===== config.mk =====
export PLATFORM = sky130hd
export DESIGN_NAME = xm23_regfile_wb
export DESIGN_NICKNAME = d
export VERILOG_FILES = /design/src/rtl/xm23_regfile_wb.sv
export SDC_FILE = /design/constraint.sdc
export NUM_CORES = 1
export LEC_CHECK = 0
export CORE_UTILIZATION = 30
export DETAILED_ROUTE_END_ITERATION = 16
export HOLD_SLACK_MARGIN = 0.02
export PLACE_DENSITY = 0.56
export SYNTH_ARGS = -nofsm -noshare
export SYNTH_HDL_FRONTEND = slang
export SYNTH_SLANG_ARGS = --single-unit
export TNS_END_PERCENT = 100

===== constraint.sdc =====
create_clock -name clk -period 2.8 [get_ports clk]
set_clock_uncertainty 0.05 [all_clocks]
set_input_delay 0.56 -clock clk [delete_from_list [all_inputs] [get_ports clk]]
set_output_delay 0.56 -clock clk [all_outputs]
set_load 0.02 [all_outputs]

===== src/rtl/xm23_regfile_wb.sv =====
// XM23 writeback register and two-bank general-purpose register file (gprc).
// Optional macro XM23_WB_BYPASS_EN forwards the pending writeback into gprc bank 0.
module xm23_regfile_wb #(
  parameter int                 DATA_W   = 16,
  parameter logic [DATA_W-1:0]  PC_RESET = '0
) (
  input  logic                          clk,
  input  logic                          rst_n,
  input  logic                          ex_valid,
  input  logic [2:0]                    ex_dst,
  input  logic [DATA_W-1:0]             ex_result,
  input  logic                          ex_byte,
  input  logic                          stall,
  input  logic                          pc_wr,
  input  logic [DATA_W-1:0]             pc_next,
  output logic [1:0][7:0][DATA_W-1:0]   gprc,
  output logic                          wb_busy,
  output logic [7:0]                    pend_mask
);

  localparam logic [7:0][DATA_W-1:0] CONSTS = {
    DATA_W'(16'hFFFF), DATA_W'(32), DATA_W'(16), DATA_W'(8),
    DATA_W'(4),        DATA_W'(2),  DATA_W'(1),  DATA_W'(0)
  };

  logic [7:0][DATA_W-1:0] regs_q, regs_d;
  logic                   wb_valid_q, wb_valid_d;
  logic [2:0]             wb_dst_q, wb_dst_d;
  logic [DATA_W-1:0]      wb_data_q, wb_data_d;
  logic                   wb_byte_q, wb_byte_d;

  logic                   commit;
  logic [DATA_W-1:0]      merged;

  assign commit = wb_valid_q & ~stall;
  assign merged = wb_byte_q ? {regs_q[wb_dst_q][DATA_W-1:8], wb_data_q[7:0]} : wb_data_q;

  always_comb begin
    // NOTE: every combinational output gets a default first so no path leaves it unassigned (no latch).
    regs_d     = regs_q;
    wb_valid_d = wb_valid_q;
    wb_dst_d   = wb_dst_q;
    wb_data_d  = wb_data_q;
    wb_byte_d  = wb_byte_q;

    if (pc_wr) regs_d[7] = pc_next;
    // Commit is applied after the PC update so a same-edge commit to R7 wins.
    if (commit) regs_d[wb_dst_q] = merged;

    if (!stall) begin
      wb_valid_d = ex_valid;
      wb_dst_d   = ex_dst;
      wb_data_d  = ex_result;
      wb_byte_d  = ex_byte;
    end
  end

  // NOTE: the register file is small and architecturally visible, so each entry has a real reset value.
  always_ff @(posedge clk or negedge rst_n) begin
    if (!rst_n) begin
      regs_q     <= '0;
      regs_q[7]  <= PC_RESET;
      wb_valid_q <= 1'b0;
      wb_dst_q   <= '0;
      wb_data_q  <= '0;
      wb_byte_q  <= 1'b0;
    end else begin
      // NOTE: non-blocking assignments so all state updates see pre-edge values.
      regs_q     <= regs_d;
      wb_valid_q <= wb_valid_d;
      wb_dst_q   <= wb_dst_d;
      wb_data_q  <= wb_data_d;
      wb_byte_q  <= wb_byte_d;
    end
  end

  always_comb begin
    gprc[1] = CONSTS;
    for (int i = 0; i < 8; i++) begin
      gprc[0][i] = regs_q[i];
`ifdef XM23_WB_BYPASS_EN
      if (wb_valid_q && (wb_dst_q == 3'(i))) gprc[0][i] = merged;
`endif
    end
  end

  assign wb_busy   = wb_valid_q;
  assign pend_mask = wb_valid_q ? (8'b1 << wb_dst_q) : 8'h00;

endmodule

Yosys cells after proc, flatten, opt, wreduce, memory -nomap -nowiden
Index checks and enable logic that the tools add are counted.
{ "word_totals": {"reg_bits": 149, "inputBits": 41, "output_inout_bits": 265, "word_cells": 27} }
{ "op_classes": {"order_cmp": 2, "shifts": 1, "mux": 9, "bitwise": 2, "reduce_logical": 1} }
{ "op_table": {"columns": ["op", "n"], "rows": [
  ["$bwmux W128", 1],
  ["$mux W128", 1],
  ["$mux W16", 4],
  ["$bmux W16 S3", 1],
  ["$demux W16 S3", 1],
  ["$mux W8", 1],
  ["$shl A1 B3 Y8 const A", 1],
  ["$lt A3 B4 Y1 const B", 1],
  ["$ge A3 B1 Y1 const B", 1],
  ["$and A1 B1 Y1", 1],
  ["$logic_and A1 B1 Y1", 1],
  ["$not A1 Y1", 1]
]} }

Logic depth before layout (Yosys ltp)
Gate-level depths: netlist of run 1.
{ "depth": {"ltp_word": 6, "ltp_mapped": 8, "mapped_depth_nobuf": 4} }

Least setup slack after synthesis of run 1
Ideal clock, no wire load.
{ "synth_path": {"path_type": "register to output", "startpoint": "register wb_dst_q[1]", "endpoint": "output pend_mask[0]", "arrival_ns": 1.397, "required_time_ns": 2.190, "slack_ns": 0.793, "path_stages_with_launch": 6, "n_path_buf": 4, "cell_sequence": "dfrtp_1 buf_6 buf_12 buf_6 buf_6 nor3_1"} }
{ "synth_via": {"elab_chain_len": 2} }
{ "synth_rtl": {"columns": ["element", "line_no", "rtl"], "rows": [
  ["start: declaration", "28", "logic [2:0] wb_dst_q, wb_dst_d;"],
  ["start signal: assignment", "71", "wb_dst_q <= wb_dst_d;"],
  ["$shl A1 B3 Y8", "88", "assign pend_mask = wb_valid_q ? (8'b1 << wb_dst_q) : 8'h00;"],
  ["$mux W8", "88", null],
  ["end: declaration", "18", "output logic [7:0] pend_mask"]
]} }
No other way between the ends.

Worst setup path after layout of run 1
{ "layout_path": {"startpoint": "register wb_dst_q[1]", "endpoint": "output pend_mask[4]"} }
Same word-level chain as after synthesis.

==> summary.md, run 1 <==
The run finished with clean final reports. The routed length on met2 was 10300 um. The number of setup buffers added after CTS is 0, and the data required time of the worst path is 2.19 ns. The number of max-capacitance violations reported is 0. The floorplan step defined a die boundary enclosing 25900 um2. The largest total area in the synthesized netlist belongs to sky130_fd_sc_hd__dfrtp_1. After layout, the worst path uses 93.8% of the clock period. Compared with the post-synthesis result, the final layout area differs by 30.4%. After synthesis the netlist holds a flip-flop and latch count of 149.

Total met3 wirelength after detailed routing: 2200 um. In this run the remaining antenna-violating nets after routing total 0. In this run the count of I/O pins placed on the die edge is 306. The logs give 0 for the number of slew-limit violations in the final report and 0.0287 ns for the worst hold margin. Derived from the worst setup path, the maximum achievable clock frequency is 381 MHz. The number of vias in the routed layout came out at 5408. For this design the ratio of total power to cell area is 1010 nW/um2. The number of antenna cells inserted is 0.

Clock insertion delay at the later pin of the skew report: 0.42 ns. The tree is rooted in a sky130_fd_sc_hd__clkbuf_16. Setup repair after global routing left no endpoint under its margin. The initial antenna violation count was 1; the count of cell types in the netlist was 46. The run gives 9530 um as the routed length on met1. Entering global routing, the biggest net connects 56 pins.

The total area inside the core boundary comes to 24500 um2. The total length of routed wires is 22300 um. In the synthesized netlist, the number of instances is 713. The tools report the via count of the first global-routing pass as 5298.

The total buffers and inverters traversed by the critical path was 2. The highest-delay cell along the critical path was sky130_fd_sc_hd__clkdlybuf4s50_1. The first global-routing pass estimated 33900 um of wire. The logs give 0 for the final hold violation count and 2 for the maximum clock path buffer count. The critical path in this run is classified as reg -> out.

Once the floorplan was initialized, standard cells occupied 30.9% of the core. Summed over all cells, the static leakage comes to 4.46 nW. Cell family with the largest share of critical-path delay: buffers and inverters. Measured in cells, the most critical reg-to-reg path has a length of 5.

The net count of the finished layout is 933. The register area share after synthesis is 49.2%, and the fraction of final layout cells sized beyond drive strength 1 is 16.2%. The floorplan step set the die width to 161 um.

By area the synthesized netlist is led by sky130_fd_sc_hd__dfrtp_1, sky130_fd_sc_hd__buf_4, sky130_fd_sc_hd__mux2_2. The worst reg2reg path startpoint was wb_dst_q[1]$_DFFE_PN0N_. TritonCTS built the clock tree.

The logs give 50.9% for the headroom to the max-slew limit and 0 for the remaining global-route overflow. After the first detailed-routing iteration, the DRC count stood at 264. In the final routed layout, each cell accounts on average for 18.1 um.

The clock tree synthesis step divided the H-tree into 4 levels. The clock input transition at the sequential cells of the worst setup and hold paths is 0.07 ns. The tightest min-delay check is of the in -> async type. Yosys printed 0 warnings.

In this run the tool buffered the top-level ports with 177 buffer cells. Of the post-synthesis cell area, the dominant cell type holds 49.2%. Along the worst path, the maximum fanout reaches 11. The minimum setup slack among reg-to-reg paths was 0.56 ns; the total routing resource utilization after global routing was 17.6%.

The cell area that synthesis handed to floorplanning was 7590 um2. Across the whole layout, storage elements account for 3730 um2. The number of sinks handled by clock tree synthesis came out at 149. Clock tree synthesis inserted a total of 17 buffers.

The number of enable flip-flop cells after synthesis is 0, and the share of synthesized registers carrying an async set or reset is 100%. Averaged over all synthesized cells, the footprint is 10.6 um2. Summed over all nets, the half-perimeter wirelength after detailed placement is 16500 um. In the final layout, the multi-input gates occupy 3100 um2. The run gives 1 as the number of gates resized after CTS. Traced cell by cell, the critical path runs through buf_4 > nand2b_1 > nor2_1 > clkdlybuf4s50_1. The run gives 0.784 as the last weighted congestion value of the routability-driven placer.

After routing, the total negative slack on setup checks comes to 0 ns. The tools report the element type at the critical path start as a flip-flop. The transition at the pin with the smallest max-transition slack was 0.734 ns. For the number of detailed-route iterations in the first pass, the log shows 4. Highest metal layer with signal wires: met5. The flip-flop cell with the highest count after synthesis is sky130_fd_sc_hd__dfrtp_1.

The finished cells cover 9890 um2. The routed design could run at a clock period as short as 2.63 ns. Post-detailed-route via-to-cell ratio: 4.40. After detailed placement, the total cell area comes to 9280 um2. The number of hold buffers added after CTS was 0.

The maximum ir drop on the vdd rail is 0.414 mV. In this design, the stage delay of the slowest critical-path cell is 0.60 ns. At the worst endpoint, the arrival time is 2.02 ns. The tools report the number of cell rows as 57. Setup violations remaining at the end of the flow were counted as 0. Vertical die dimension: 161 um. The worst setup path is captured at a primary output. DRC violation count after routing: 0. The run gives 2470 as the number of fill cells in the layout.
[synth_stat cells, drive strengths merged (5+ instances only)]
master,instances
a211oi,6
a21oi,24
a31oi,20
a32oi,5
buf,157
clkbuf,16
dfrtp,149
inv,10
mux2,70
mux2i,33
nand2,99
nand2b,9
nor2,40
nor2b,13
nor3,6
o21ai,19
[cells in the final DEF, fill, tap and decap left out, types with 17 or more instances in the layout]
cell                              count
sky130_fd_sc_hd__nand2_1             99
sky130_fd_sc_hd__o21ai_0             19
sky130_fd_sc_hd__mux2i_1             33
sky130_fd_sc_hd__clkbuf_16           17
sky130_fd_sc_hd__mux2_2              69
sky130_fd_sc_hd__nor2_1              39
sky130_fd_sc_hd__buf_4               29
sky130_fd_sc_hd__clkdlybuf4s50_1    176
sky130_fd_sc_hd__a21oi_1             24
sky130_fd_sc_hd__conb_1             128
sky130_fd_sc_hd__dfrtp_1            148
sky130_fd_sc_hd__a31oi_1             20
[how the worst max path moves through the flow]
stage                                  from           end  slack, ns  depth (start not counted)
global placement                      stall     flip-flop       0.29                          5
global route            wb_busy$_DFFE_PN0N_  pend_mask[2]       0.07                          3
detailed placement                    stall     flip-flop       0.23                          5
floorplan           wb_dst_q[1]$_DFFE_PN0N_  pend_mask[0]       0.79                          5
CTS                     wb_busy$_DFFE_PN0N_  pend_mask[2]       0.11                          3
finish              wb_dst_q[1]$_DFFE_PN0N_  pend_mask[4]       0.17                          4
[power breakdown]
part,internal [mW],switching [mW],total [mW]
registers,2.90,0.618,3.52
clock network,1.40,0.946,2.35
logic,1.91,2.17,4.08
total,6.21,3.73,9.95
[logic make-up (layout without fill, tap and decap cells)]
| group | Yosys count | after routing | share of synthesized area (%) |
|---|---|---|---|
| buffers and inverters | 183 | 249 | 16.4 |
| and+or+nand+nor | 178 | 178 | 10.4 |
| DFF | 149 | 149 | 49.2 |
| muxes | 106 | 106 | 15.6 |
| AOI/OAI and AO/OA | 95 | 95 | 8.35 |
| other | 2 | 128 | 0.0990 |
[worst register-to-register path, stage by stage (launching register included)]
cell                      delay (ns)
sky130_fd_sc_hd__dfrtp_2        0.51
sky130_fd_sc_hd__buf_4          0.25
sky130_fd_sc_hd__or3b_1         0.55
sky130_fd_sc_hd__nor2_2         0.17
sky130_fd_sc_hd__buf_4          0.25
sky130_fd_sc_hd__mux2_2         0.36
[final cells by class]
type | instances | share of cell area, %
Tap cell | 324 | 4.10
Timing Repair Buffer | 207 | 20.3
Multi-Input combinational cell | 507 | 31.3
Clock inverter | 12 | 1.42
Clock buffer | 20 | 4.72
Inverter | 10 | 0.380
Sequential cell | 149 | 37.7
[metrics by stage]
step	instances	total power [mW]	worst slack (ns)	utilization, %
floorplan	839	5.65	0.793	-
global placement	1197	7.65	0.289	37.8
detailed placement	1197	7.67	0.228	37.8
CTS	1229	10.1	0.106	40.3
global route	1229	10.5	0.0749	40.3
finish	1229	9.95	0.174	40.3
[layer usage]
| layer | up-vias | track usage (%) |
|---|---|---|
| met4 | 2 | 4.42 |
| met1 | 2630 | 23.0 |
| li1 | 2514 | - |
| met3 | 15 | 7.47 |
| met2 | 247 | 26.7 |
| met5 | - | 0 |
Note: power is estimated with default switching activity, not from simulation.
==> inputs of run 2 (changes only) <==
--- a/config.mk
+++ b/config.mk
@@ -7,6 +7,7 @@
 export LEC_CHECK = 0
 export CORE_UTILIZATION = 30
 export DETAILED_ROUTE_END_ITERATION = 16
+export GPL_TIMING_DRIVEN = 1
 export HOLD_SLACK_MARGIN = 0.02
 export PLACE_DENSITY = 0.56
 export SYNTH_ARGS = -nofsm -noshare
==> results of run 2 <==
No change in the layout: final DEF, timing and power equal those of run 1.
